**src/rtl/if_inst_buffer.sv**
```systemverilog
// if_inst_buffer: instruction FIFO between IF1 and ID.
// Holds up to DEPTH fetched instructions with their PC and branch
// prediction. flush discards everything (branch mispredict or exception
// redirect). Optional feature macro: IF_BUF_BYPASS_EN. It lets an
// instruction arriving at an empty buffer go straight to ID in the same
// cycle. Without it, every entry takes one cycle from push to out_valid.
module if_inst_buffer #(
  parameter int unsigned DEPTH = 4,
  parameter int unsigned AW    = 2
) (
  input  logic          clk,
  input  logic          rst,
  input  logic          flush,
  input  logic          in_valid,
  output logic          in_ready,
  input  logic [31:0]   in_pc,
  input  logic [31:0]   in_inst,
  input  logic          in_pre_branch,
  input  logic [31:0]   in_pre_pc,
  output logic          out_valid,
  input  logic          out_ready,
  output logic [31:0]   out_pc,
  output logic [31:0]   out_inst,
  output logic          out_pre_branch,
  output logic [31:0]   out_pre_pc,
  output logic [AW:0]   count
);

  localparam logic [AW:0] DEPTH_CNT = (AW+1)'(DEPTH);

  // Entry storage, one array per field.
  logic [31:0] pc_mem   [DEPTH];
  logic [31:0] inst_mem [DEPTH];
  logic        pb_mem   [DEPTH];
  logic [31:0] ppc_mem  [DEPTH];

  logic [AW-1:0] head_q;
  logic [AW-1:0] tail_q;
  logic [AW:0]   count_q;

  logic empty;
  logic full;
  logic bypass_hit;
  logic push;
  logic pop;

  // Occupancy flags and handshake.
  always_comb begin
    empty    = (count_q == '0);
    full     = (count_q == DEPTH_CNT);
    // Full blocks input even when ID pops in the same cycle.
    in_ready = !full && !flush && !rst;
`ifdef IF_BUF_BYPASS_EN
    bypass_hit = empty && in_valid && !flush && !rst;
`else
    bypass_hit = 1'b0;
`endif
    out_valid = (!empty && !flush) || bypass_hit;
    // A bypassed instruction taken by ID is never stored.
    push = in_valid && in_ready && !(bypass_hit && out_ready);
    // Nothing stored to pop while bypassing.
    pop  = out_valid && out_ready && !bypass_hit;
  end

  // Head entry (or the incoming instruction when bypassing) to ID.
  always_comb begin
    out_pc         = pc_mem[head_q];
    out_inst       = inst_mem[head_q];
    out_pre_branch = pb_mem[head_q];
    out_pre_pc     = ppc_mem[head_q];
    if (bypass_hit) begin
      out_pc         = in_pc;
      out_inst       = in_inst;
      out_pre_branch = in_pre_branch;
      out_pre_pc     = in_pre_pc;
    end
  end

  assign count = count_q;

  // Pointers and occupancy; flush outranks push and pop.
  always_ff @(posedge clk or posedge rst) begin
    if (rst) begin
      head_q  <= '0;
      tail_q  <= '0;
      count_q <= '0;
    end else if (flush) begin
      head_q  <= '0;
      tail_q  <= '0;
      count_q <= '0;
    end else begin
      if (push) begin
        tail_q <= tail_q + AW'(1);
      end
      if (pop) begin
        head_q <= head_q + AW'(1);
      end
      case ({push, pop})
        2'b10:   count_q <= count_q + (AW+1)'(1);
        2'b01:   count_q <= count_q - (AW+1)'(1);
        default: count_q <= count_q;
      endcase
    end
  end

  // Entry write at the tail; reset clears storage so out_* read 0.
  always_ff @(posedge clk or posedge rst) begin
    if (rst) begin
      for (int i = 0; i < int'(DEPTH); i++) begin
        pc_mem[i]   <= '0;
        inst_mem[i] <= '0;
        pb_mem[i]   <= 1'b0;
        ppc_mem[i]  <= '0;
      end
    end else if (push) begin
      pc_mem[tail_q]   <= in_pc;
      inst_mem[tail_q] <= in_inst;
      pb_mem[tail_q]   <= in_pre_branch;
      ppc_mem[tail_q]  <= in_pre_pc;
    end
  end

endmodule

```
**config.mk**
```make
export PLATFORM = sky130hd
export DESIGN_NAME = if_inst_buffer
export DESIGN_NICKNAME = d
export VERILOG_FILES = /design/src/rtl/if_inst_buffer.sv
export SDC_FILE = /design/constraint.sdc
export NUM_CORES = 1
export LEC_CHECK = 0
export BUFFER_PORTS_ARGS = -buffer_cell sky130_fd_sc_hd__buf_4
export CAP_MARGIN = 5
export CORE_UTILIZATION = 63
export DETAILED_ROUTE_END_ITERATION = 7
export GPL_ROUTABILITY_DRIVEN = 0
export PLACE_DENSITY = 0.91
export SYNTH_ARGS = -nofsm -noshare
export SYNTH_HDL_FRONTEND = slang
export SYNTH_SLANG_ARGS = --single-unit
export TNS_END_PERCENT = 20
```
**constraint.sdc**
```tcl
create_clock -name clk -period 29.7 [get_ports clk]
set_input_delay 2.97 -clock clk [delete_from_list [all_inputs] [get_ports clk]]
set_output_delay 2.97 -clock clk [all_outputs]
set_load 0.005 [all_outputs]
```
==> flow_summary_export.csv <==
group,metric,value,unit
status,outcome,"finished, final reports clean",
timing,hold_viol,0,
cells_and_area,mostFrequentLayoutCells,"dfrtp_1, mux2_2, buf_4",
clock_tree,numCtsBuffers,41,
global_routing,grt_pass1_vias,10600,
synth,synthFlopType,"dfrtp_1",
timing,slew_violations,0,
global_routing,grt_usage,25.5,%
power,internal-power,1.06,mW
floorplanning,rows,60,
timing,finalClockSkew,0.00734,ns
route,vias,9535,
setup_path,cp.arrival,3.47,ns
power,p_sw,0.316,mW
power,leakagePower,9.72,nW
floorplanning,io_pins,204,
timing,rsz0062_at_grt,"false",
setup_path,cp_max_fo,13,
synth,synth_edf_count,0,
route,drc,0,
timing,finalSetupTns,0,ns
synth,synth_seq_cells,395,
floorplanning,core_area,0.0269,mm^2
cells_and_area,area_growth,17.3,%
global_routing,grt_pass1_wl,55900,um
clock_tree,cts.sinks,395,
clock_tree,cts_tree,"done",
power,p_per_area,68.2,mW/mm^2
global_routing,grt_max_degree,198,
setup_path,path_buf_inv,2,
synth,synth_nets,1103,
setup_path,slowest_stage,"nor3_1",
timing,slew_headroom,29.4,%
power,p_clk_share,36.9,%
synth,synthCells,996,
place,dp_slack,23.27,ns
global_routing,antenna_found_initial,0,
clock_tree,clock-root-buffer,"clkbuf_16",
power,p_sw_share,22.9,%
clock_tree,htree_num_levels,2,
floorplanning,die_h,167,um
cells_and_area,diodes,0,
setup_path,cp-end-kind,"output pin",
synth,synth-seq-area-share,57.4,%
route,drt_iter0_drc,461,
timing,fin_crit_sh,21.7,%
place,dpl.hpwl,20600,um
floorplanning,die-area,0.0280,mm^2
clock_tree,cts_hold_buf,0,
timing,setup_slack,23.26,ns
setup_path,required,26.73,ns
clock_tree,clk_path_buf_depth,3,
clock_tree,clkTransAtPathRegs,0.06,ns
clock_tree,postCtsSetupRepairBufs,0,
route,ant_nets,0,
hold_path,hold_path.class,"flop to flop",
route,wire_per_inst,22.1,um
synth,avgSynthCellArea,17.3,um^2
power,comb_power_share,16.1,%
cells_and_area,num-nets-final,1294,
setup_path,cpMostUsedCell,"buf_4",
route,viasPerCell,6.14,
setup_path,slowest_delay,0.20,ns
timing,max_freq,0.155,GHz
setup_path,critPathLaunchType,"input pin",
synth,synth_cell_type_count,31,
synth,netlist_area,0.0172,mm^2
floorplanning,initial_core_util,64.1,%
synth,synth_area_leaders,"dfrtp_1, mux2_2, mux4_2, mux2_1, buf_6",
setup_path,cp_top_family,"buffers and inverters",
power,p_seq_share,47.1,%
power,peakVddDrop,0.0566,mV
timing,setup_viol,0,
timing,fin_crit,6.44,ns
synth,synth_top_area_share,57.4,%
synth,yosysWarnings,0,
synth,yosysTopAreaCell,"dfrtp_1",
global_routing,gr-total-overflow,0,
place,portBuffers,203,
floorplanning,die_width,167,um
timing,worst_pin_slew,1.06,ns
route,finalWirelength,34300,um
timing,holdWs,0.485,ns
clock_tree,clk_latency,0.51,ns
cells_and_area,final_layout_size_suffix_gt1_share,53.3,%
route,first_pass_iters,4,
synth,async_flop_share,100,%
setup_path,path_cells,"buf_4 > nor3_1 > buf_4",
cells_and_area,final_common_cell,"dfrtp_1",
run,cap_violations,0,
clock_tree,cts_resized,0,
setup_path,criticalPathCategory,"input pin to output pin",
cells_and_area,fin_util,75.2,%
-- worst reg2reg max path, stage by stage, from the launching register on --
cell     delay, ns
dfrtp_1       0.47
nor3b_1       0.44
nor2_4        0.17
nand2_4       0.53
buf_4         0.82
mux2_2        0.50
-- logic make-up after synthesis --
group	after synthesis	share of synthesized area, %
AO/OA/AOI/OAI	9	0.341
XOR/XNOR	6	0.305
adder cells (fa/ha/maj)	5	0.407
buffers and inverters	68	2.42
flip-flops	395	57.4
multiplexers	487	38.2
AND/OR/NAND/NOR	26	0.988
-- worst paths after layout --
kind | depth (start not counted) | end | slack (ns) | start
max in group asynchronous | 3 | ppc_mem[57] | 25.52 | rst
setup / recovery | 3 | in_ready | 23.26 | flush
hold reg to reg | 1 | pc_mem[36] | 0.48 | pc_mem[36]
hold / removal | 1 | pc_mem[36] | 0.48 | pc_mem[36]
min in group asynchronous | 2 | count[2] | 2.63 | rst
setup reg to reg | 5 | pc_mem[114] | 26.65 | count[0]
-- cell usage after synthesis (4+ instances only) --
master / instances
xor2_1: 4
dfrtp_1: 395
nand2_4: 4
clkbuf_1: 12
mux4_2: 97
buf_6: 16
o21ai_0: 4
mux2_1: 120
buf_2: 33
inv_1: 4
nor2_1: 8
ha_1: 4
mux2_2: 268
-- through the flow --
| stage | instances | cell area [um^2] | total power [mW] |
|---|---|---|---|
| after global routing | 1552 | 20200 | 1.43 |
| after global placement | 1485 | 18900 | 0.865 |
| after detailed placement | 1485 | 18900 | 0.879 |
| final | 1552 | 20200 | 1.38 |
| after CTS | 1552 | 20200 | 1.39 |
| after floorplan | 996 | 17200 | 0.775 |
-- power by group through the flow --
stage          Combinational, mW  Clock, mW  Sequential (mW)
2_1_floorplan              0.132          0            0.643
3_3_place_gp               0.215          0            0.651
3_5_place_dp               0.223          0            0.657
4_1_cts                    0.225      0.518            0.648
5_1_grt                    0.239      0.539            0.657
6_report                   0.221      0.508            0.648
-- registers in the layout, summed over array words and instances, names as in the netlist --
name and cells:
inst_mem 128, pc_mem 128, ppc_mem 128, pb_mem 4, count 3, head_q 2, tail_q 2
-- final cells by class --
cell class	instances	area (um^2)
flip-flops and latches	395	9890
repair buffers	212	1600
inverters	4	22.5
multi-input cells	533	6930
clock inverters	12	189
well taps	341	427
fillers	1581	6680
clock buffers	55	1140
-- per-layer routing --
metal,track usage (%),vias up,routed length [um]
met3,5.86,72,1920
met2,42.4,240,17100
met5,0,-,0
li1,-,4103,-
met1,33.4,5120,14200
met4,8.66,0,1050
Note: power is estimated with default switching activity, not from simulation.
